### src/rtl/mips_trace_monitor_if.sv
// Retirement tap and trace read channel of the MIPS trace monitor.
// The core side drives the retirement fields and rd_ready; the monitor drives the read head.
interface mips_trace_monitor_if #(
  parameter int PC_W   = 32,
  parameter int DATA_W = 32
);
  logic              en;
  logic [PC_W-1:0]   pc;
  logic [5:0]        opcode;
  logic [5:0]        funct;
  logic [DATA_W-1:0] wd;
  logic              rd_valid;
  logic              rd_ready;
  logic [PC_W-1:0]   rd_pc;
  logic [3:0]        rd_class;
  logic [DATA_W-1:0] rd_wd;

  modport master (
    output en, pc, opcode, funct, wd, rd_ready,
    input  rd_valid, rd_pc, rd_class, rd_wd
  );

  modport slave (
    input  en, pc, opcode, funct, wd, rd_ready,
    output rd_valid, rd_pc, rd_class, rd_wd
  );
endinterface

### src/rtl/mips_trace_monitor.sv
// Retirement monitor: classifies retired instructions, keeps per-class/cycle/drop counters
// and buffers {pc, class, wd} records in a FWFT FIFO. Optional macro TRACE_FILTER_EN adds filter_mask.
module mips_trace_monitor #(
  parameter int PC_W   = 32,
  parameter int DATA_W = 32,
  parameter int DEPTH  = 16,
  parameter int CNT_W  = 32
) (
  input  logic             clk,
  input  logic             rst,
  input  logic             clr,
  mips_trace_monitor_if.slave tr,
  input  logic [3:0]       cnt_sel,
  output logic [CNT_W-1:0] cnt_val,
  output logic [CNT_W-1:0] cycle_cnt,
  output logic [CNT_W-1:0] drop_cnt,
`ifdef TRACE_FILTER_EN
  input  logic [8:0]       filter_mask,
`endif
  output logic             ovf
);
  localparam int AW = $clog2(DEPTH);

  logic [AW:0]        wp, rp;
  logic [PC_W-1:0]    mem_pc    [DEPTH];
  logic [3:0]         mem_class [DEPTH];
  logic [DATA_W-1:0]  mem_wd    [DEPTH];
  logic [CNT_W-1:0]   cls_cnt   [9];
  logic [CNT_W-1:0]   total_cnt;
  logic [3:0]         cls;
  logic               empty, full, keep, push_req, pop, push_ok, drop;

  always_comb begin
    cls = 4'd8;
    if (tr.opcode == 6'd0) begin
      case (tr.funct)
        6'd32:   cls = 4'd0;
        6'd34:   cls = 4'd1;
        6'd36:   cls = 4'd2;
        6'd37:   cls = 4'd3;
        default: cls = 4'd8;
      endcase
    end else begin
      case (tr.opcode)
        6'd35:   cls = 4'd4;
        6'd43:   cls = 4'd5;
        6'd4:    cls = 4'd6;
        6'd2:    cls = 4'd7;
        default: cls = 4'd8;
      endcase
    end
  end

`ifdef TRACE_FILTER_EN
  assign keep = filter_mask[cls];
`else
  assign keep = 1'b1;
`endif

  assign empty    = (wp == rp);
  assign full     = (wp[AW] != rp[AW]) && (wp[AW-1:0] == rp[AW-1:0]);
  assign push_req = tr.en & keep;
  assign pop      = !empty & tr.rd_ready;
  // A full FIFO still accepts a push when the head leaves on the same edge.
  assign push_ok  = push_req & (!full | pop);
  assign drop     = push_req & full & !pop;

  always_ff @(posedge clk or posedge rst) begin
    if (rst) begin
      wp        <= '0;
      rp        <= '0;
      cycle_cnt <= '0;
      drop_cnt  <= '0;
      total_cnt <= '0;
      ovf       <= 1'b0;
      for (int i = 0; i < 9; i++) cls_cnt[i] <= '0;
      for (int i = 0; i < DEPTH; i++) begin
        mem_pc[i]    <= '0;
        mem_class[i] <= '0;
        mem_wd[i]    <= '0;
      end
    end else if (clr) begin
      wp        <= '0;
      rp        <= '0;
      cycle_cnt <= '0;
      drop_cnt  <= '0;
      total_cnt <= '0;
      ovf       <= 1'b0;
      for (int i = 0; i < 9; i++) cls_cnt[i] <= '0;
    end else begin
      cycle_cnt <= cycle_cnt + 1'b1;
      if (tr.en) begin
        if (cls_cnt[cls] != '1) cls_cnt[cls] <= cls_cnt[cls] + 1'b1;
        if (total_cnt != '1)    total_cnt    <= total_cnt + 1'b1;
      end
      if (pop) rp <= rp + 1'b1;
      if (push_ok) begin
        mem_pc[wp[AW-1:0]]    <= tr.pc;
        mem_class[wp[AW-1:0]] <= cls;
        mem_wd[wp[AW-1:0]]    <= tr.wd;
        wp                    <= wp + 1'b1;
      end
      if (drop) begin
        ovf <= 1'b1;
        if (drop_cnt != '1) drop_cnt <= drop_cnt + 1'b1;
      end
    end
  end

  always_comb begin
    tr.rd_valid = !empty;
    tr.rd_pc    = '0;
    tr.rd_class = '0;
    tr.rd_wd    = '0;
    if (!empty) begin
      tr.rd_pc    = mem_pc[rp[AW-1:0]];
      tr.rd_class = mem_class[rp[AW-1:0]];
      tr.rd_wd    = mem_wd[rp[AW-1:0]];
    end
  end

  always_comb begin
    cnt_val = '0;
    if (cnt_sel < 4'd9)       cnt_val = cls_cnt[cnt_sel];
    else if (cnt_sel == 4'd9) cnt_val = total_cnt;
  end
endmodule
### src/flat_wrapper.sv
// flat-port wrapper written by rule: the top's interface ports become plain ports
module mips_trace_monitor_flat 
#(
  parameter int PC_W   = 32,
  parameter int DATA_W = 32,
  parameter int DEPTH  = 16,
  parameter int CNT_W  = 32
)
  (clk, rst, clr, cnt_sel, cnt_val, cycle_cnt, drop_cnt, ovf, tr_en, tr_pc, tr_opcode, tr_funct, tr_wd, tr_rd_ready, tr_rd_valid, tr_rd_pc, tr_rd_class, tr_rd_wd);
  mips_trace_monitor_if #(.PC_W(PC_W), .DATA_W(DATA_W)) tr_i ();
  input  logic clk;
  input  logic rst;
  input  logic clr;
  input  logic [3:0] cnt_sel;
  output logic [CNT_W-1:0] cnt_val;
  output logic [CNT_W-1:0] cycle_cnt;
  output logic [CNT_W-1:0] drop_cnt;
  output logic ovf;
  input wire logic [$bits(tr_i.en)-1:0] tr_en;
  input wire logic [$bits(tr_i.pc)-1:0] tr_pc;
  input wire logic [$bits(tr_i.opcode)-1:0] tr_opcode;
  input wire logic [$bits(tr_i.funct)-1:0] tr_funct;
  input wire logic [$bits(tr_i.wd)-1:0] tr_wd;
  input wire logic [$bits(tr_i.rd_ready)-1:0] tr_rd_ready;
  output wire logic [$bits(tr_i.rd_valid)-1:0] tr_rd_valid;
  output wire logic [$bits(tr_i.rd_pc)-1:0] tr_rd_pc;
  output wire logic [$bits(tr_i.rd_class)-1:0] tr_rd_class;
  output wire logic [$bits(tr_i.rd_wd)-1:0] tr_rd_wd;
  assign tr_i.en = tr_en;
  assign tr_i.pc = tr_pc;
  assign tr_i.opcode = tr_opcode;
  assign tr_i.funct = tr_funct;
  assign tr_i.wd = tr_wd;
  assign tr_i.rd_ready = tr_rd_ready;
  assign tr_rd_valid = tr_i.rd_valid;
  assign tr_rd_pc = tr_i.rd_pc;
  assign tr_rd_class = tr_i.rd_class;
  assign tr_rd_wd = tr_i.rd_wd;
  mips_trace_monitor #(.PC_W(PC_W), .DATA_W(DATA_W), .DEPTH(DEPTH), .CNT_W(CNT_W)) u_core (.clk(clk), .rst(rst), .clr(clr), .tr(tr_i), .cnt_sel(cnt_sel), .cnt_val(cnt_val), .cycle_cnt(cycle_cnt), .drop_cnt(drop_cnt), .ovf(ovf));
endmodule
### config.mk
export PLATFORM = sky130hd
export DESIGN_NAME = mips_trace_monitor_flat
export DESIGN_NICKNAME = d
export VERILOG_FILES = /design/src/rtl/mips_trace_monitor_if.sv /design/src/rtl/mips_trace_monitor.sv /design/src/flat_wrapper.sv
export SDC_FILE = /design/constraint.sdc
export NUM_CORES = 2
export LEC_CHECK = 0
export ABC_AREA = 1
export CAP_MARGIN = 20
export CORE_MARGIN = 2
export CORE_UTILIZATION = 42
export CTS_CLUSTER_DIAMETER = 40
export DETAILED_ROUTE_END_ITERATION = 7
export PLACE_DENSITY_LB_ADDON = 0.08
export REMOVE_ABC_BUFFERS = 1
export SYNTH_ARGS = -nofsm -noshare
export SYNTH_HDL_FRONTEND = slang
export SYNTH_SLANG_ARGS = --single-unit
### constraint.sdc
create_clock -name clk -period 49.3 [get_ports clk]
set_clock_uncertainty 0.1 [all_clocks]
set_input_delay 7.395 -clock clk [delete_from_list [all_inputs] [get_ports clk]]
set_output_delay 7.395 -clock clk [all_outputs]
set_load 0.005 [all_outputs]
; ---- Word level (Yosys, flattened, before mapping)
; Index checks and enable logic that the tools add are counted.
[totals]
input_bits = 85
wordCells = 168
regBits = 1483
[classes]
bitwise_logic = 10
n_lt_le_gt_ge = 7
mux = 49
eq_ne = 15
reduce_logical = 18
add_sub_neg = 6
[op_table]
columns = cell, n
row1 = bitwise mux 512 bit, 2
row2 = 2-to-1 mux 288 bit, 3
row3 = 2-to-1 mux 32 bit, 21
row4 = binary-select mux 32 bit (select 4 bit), 4
row5 = bitwise mux 288 bit, 1
row6 = demux 32 bit (select 4 bit), 2
row7 = "adder 32 x 1 -> 32 bit, second input constant", 4
row8 = "!= test 32 bit, second input constant", 3
row9 = bitwise mux 64 bit, 1
row10 = "equality test 6 bit, second input constant", 6
row11 = one-hot mux 4 bit (4 select lines), 2
row12 = ">= comparator 5 bit, second input constant", 4
row13 = 2-to-1 mux 4 bit, 5
row14 = 2-to-1 mux 5 bit, 4
row15 = inverter 4 -> 5 bit, 4
row16 = binary-select mux 4 bit (select 4 bit), 1
row17 = demux 4 bit (select 4 bit), 1
row18 = nonzero test 2 bit, 7
row19 = "adder 5 x 1 -> 5 bit, second input constant", 2
row20 = "< comparator 5 x 1 -> 1 bit, second input constant", 2
row21 = AND reduction 2 bit, 4
row22 = "equality test 6 x 2 -> 1 bit, second input constant", 1
row23 = "equality test 6 x 3 -> 1 bit, second input constant", 1
row24 = logical NOT 6 bit, 1
row25 = 11 further kinds, 19

; ---- Depth between registers and ports, before layout
[logic_depth]
ltp_word = 12
ltp_mapped = 25
depth_no_buf = 21

; ---- Least setup slack after synthesis
; Ideal clock, no wire load.
[synth_path]
kind = input to output
start = input port cnt_sel[0]
end = output port cnt_val[28]
arrival_ps = 8880
cell_stages = 10
required_time_ps = 41805
slack_ps = 32925
cell_sequence = clkbuf_1 -> clkinv_1 -> nor2_1 -> inv_1 -> clkbuf_1 -> o21ai_0 -> a21oi_1 -> o21ai_0 -> nand2_1 -> o211ai_1
[synth_via]
elab_chain_cells = 5
word_cells_on_any_way = 8
[synth_lines]
columns = element, line
row1 = "start, declared", flat_wrapper.sv:14  ; input logic [3:0] cnt_sel;
row2 = inverter 4 -> 5 bit (implied by the code), mips_trace_monitor.sv:124  ; if (cnt_sel < 4'd9) cnt_val = cls_cnt[cnt_sel];
row3 = binary-select mux 32 bit (select 4 bit), mips_trace_monitor.sv:124
row4 = 2-to-1 mux 32 bit (implied by the code) (2 in series), mips_trace_monitor.sv:124
row5 = 2-to-1 mux 32 bit *, mips_trace_monitor.sv:124
row6 = "end, declared", flat_wrapper.sv:15  ; output logic [CNT_W-1:0] cnt_val;
; Mark *: on every way between the ends. The rest lies on a longest branch, timed or not. The select of a mux whose other input is x is not followed.

; ---- Worst setup path in the final report
[layout_path]
start = input port cnt_sel[0]
end = output port cnt_val[20]
; The elaborated chain is that of the path after synthesis.

==> flow_summary.toml <==
[die]
die_y_um = 422
ioPinCount = 251
die_area_um2 = 178000
start_util_pct = 42.3
die_x_um = 422
rows = 153
core_um2 = 174000

[routing]
ant_nets = 0
vias = 62565
drcViolationCount = 0
firstDrtPassIters = 6
avgViaCountPerCell = 5.55
finalWirelength_mm = 246
wl_per_cell_um = 21.8
drt_iter0_drc = 5871

[global_route]
grt.total_usage_pct = 27.4
grt_pass1_wl_mm = 380
grt_max_degree = 233
antenna_found_initial = 10
grt-ovfl-total = 0
grt_pass1_vias = 60628

[sta]
relSlewSlack_pct = 18.8
worst_pin_slew_ns = 1.22
finalCriticalPeriod_ns = 18.79
rsz0062_at_grt = "false"
finalWorstSetupSlack_ns = 30.51
fin_hold_ws_ns = 0.361
fmax_ghz = 0.0532
hold_viol_final = 0
finalSetupViolCount = 0
final.period_utilization_pct = 38.1
slew_viol_final = 0

[worst_setup_path]
r2r_setup_slack_ns = 43.89
worstReg2RegEnd = "u_core.mem_wd[179]"
path_max_fanout = 33
crit_path_start = "cnt_sel[0]"
r2r_start = "u_core.rp[2]"
crit_type = "input pin to primary output"
critical_path.endpoint = "cnt_val[20]"
end_kind = "primary output"
cp-start-kind = "input pin"
reg2reg_depth = 11
required_ns = 41.81
crit_arrival_ns = 11.30

[cts]
cts_tree = "built"
cts_resized = 0
clk_pin_slew_ns = 0.05
numClockSinks = 1483
htree_levels = 5
cts_root_buf = "clkbuf_16"
clock_insertion_delay_worst_skew_ns = 0.91
numCtsBuffers = 288
ctsHoldBuffers = 0
cts.path.max_buffers = 4
post_cts_buffers = 0

[final_layout]
syn2layout_area_growth_pct = 18.2
layout-drive-gt1-share_pct = 13.3
final_nets = 8837
final_cell_mix = "nand2_1, dfrtp_1, o21ai_0, inv_1, a21oi_1"
layout_commonest_cell = "nand2_1"

[placement]
dp_hpwl_mm = 137
dp_slack_ns = 30.62
io_buffer_count = 250
gp_congestion = 0.886

[synth]
avgSynthCellArea_um2 = 8.42
ys_seq_area_share_pct = 50.5
synth_cells = 8729
synth_area_um2 = 73500
ys_ff_latch = 1483
synth_cell_types = 52
ys_warn_count = 0

[outcome]
outcome = "completed"

[power_and_ir_drop]
p_leak_nw = 39.4
ir_worst_vdd_mv = 0.0355
powerDensity_nw_per_um2 = 44.3

[job]
drv_cap = 0

[worst_hold_path]
holdCritPathClass = "flip-flop to flip-flop"
[through the flow]
stage / instances / util, % / power [W] / area (um^2) / setup TNS (ns)
floorplan: 8086 / - / 0.00172 / 70700 / -37.68
global placement: 10775 / 44.4 / 0.00190 / 77300 / 0
detailed placement: 10777 / 44.4 / 0.00191 / 77300 / 0
CTS: 11267 / 49.9 / 0.00389 / 86900 / 0
global route: 11269 / 50.0 / 0.00402 / 86900 / 0
finish: 11269 / 50.0 / 0.00385 / 86900 / 0
[cell families after synthesis]
logic type	Yosys count	synth area share [%]
compound gates	2326	16.6
xor+xnor	20	0.248
fa+ha+maj	9	0.153
buf+inv	1480	8.08
flops	1483	50.5
mux	516	7.90
simple gates	2895	16.5
[synthesized netlist by cell type, drive strengths merged]
cell,n,share of area (%)
a211oi,7,0.071
o21bai,1,0.010
o21ai,1500,10
or3,1,0.0085
nor2,304,1.6
clkbuf,472,2.4
nor3,75,0.51
o221ai,4,0.048
inv,833,4.3
a21oi,563,3.8
or2,4,0.034
nand3,444,3.3
xnor2,12,0.15
nor4,12,0.10
nand3b,29,0.30
a311oi,1,0.012
nand2,1933,9.9
clkinv,4,0.020
a31oi,95,0.81
ha,9,0.15
or4,1,0.010
a22oi,5,0.051
o211ai,97,0.99
o21a,33,0.34
a221oi,3,0.036
xor2,8,0.095
dfrtp,1483,50
buf,171,1.4
o22ai,1,0.0085
o41ai,1,0.022
and2,1,0.0085
nand4,85,0.72
o2111ai,15,0.18
mux2,516,7.9
nor3b,4,0.041
and3,2,0.017
[worst max-delay path, cell delays in order]
cell and delay [ns]:
buf_2 0.07, buf_4 0.38, clkinv_1 0.22, nor2_4 0.49, buf_4 0.49, inv_1 0.52
o21ai_0 0.31, a21oi_1 0.06, o21ai_0 0.51, nand2_1 0.12, o211ai_1 0.15, clkdlybuf4s50_1 0.54
[report_power, final]
group	switching (W)	internal, W
logic	0.000352	0.000188
registers	0.0000381	0.00131
clock network	0.000668	0.00130
total	0.00106	0.00280
[worst min path at each step]
| stage | slack [ns] | cells after the start | start | endpoint |
|---|---|---|---|---|
| after floorplan | 0.34 | 2 | u_core.mem_class[50] | u_core.mem_class[50] |
| after global placement | 0.35 | 2 | u_core.mem_pc[412] | u_core.mem_pc[412] |
| after detailed placement | 0.35 | 2 | u_core.mem_pc[407] | u_core.mem_pc[407] |
| after CTS | 0.37 | 2 | u_core.mem_pc[411] | u_core.mem_pc[411] |
| after global routing | 0.38 | 2 | u_core.mem_pc[411] | u_core.mem_pc[411] |
| final | 0.36 | 2 | u_core.mem_pc[411] | u_core.mem_pc[411] |
[layout make-up]
| type | count | area [um^2] |
|---|---|---|
| inverter | 837 | 3170 |
| fill | 16461 | 87100 |
| timing repair buffer | 367 | 3440 |
| clock buffer | 351 | 7850 |
| tap | 2325 | 2910 |
| clock inverter | 139 | 1780 |
| multi-input combinational | 5766 | 30700 |
| sequential | 1483 | 37100 |
| antenna | 1 | 2.50 |
[routing by layer]
layer  track usage, %  wire (um)
met5                0         94
met4             10.9       9570
met3             4.69      16400
met2             42.1     110000
met1             38.3     110000
[registers in the layout, indices dropped and copies added (netlist names)]
register / count
u_core.mem_pc: 512
u_core.mem_wd: 512
u_core.cls_cnt: 288
u_core.mem_class: 64
u_core.cycle_cnt: 32
u_core.drop_cnt: 32
u_core.total_cnt: 32
u_core.rp: 5
u_core.wp: 5
u_core.ovf: 1
Note: power is estimated with default switching activity, not from simulation.
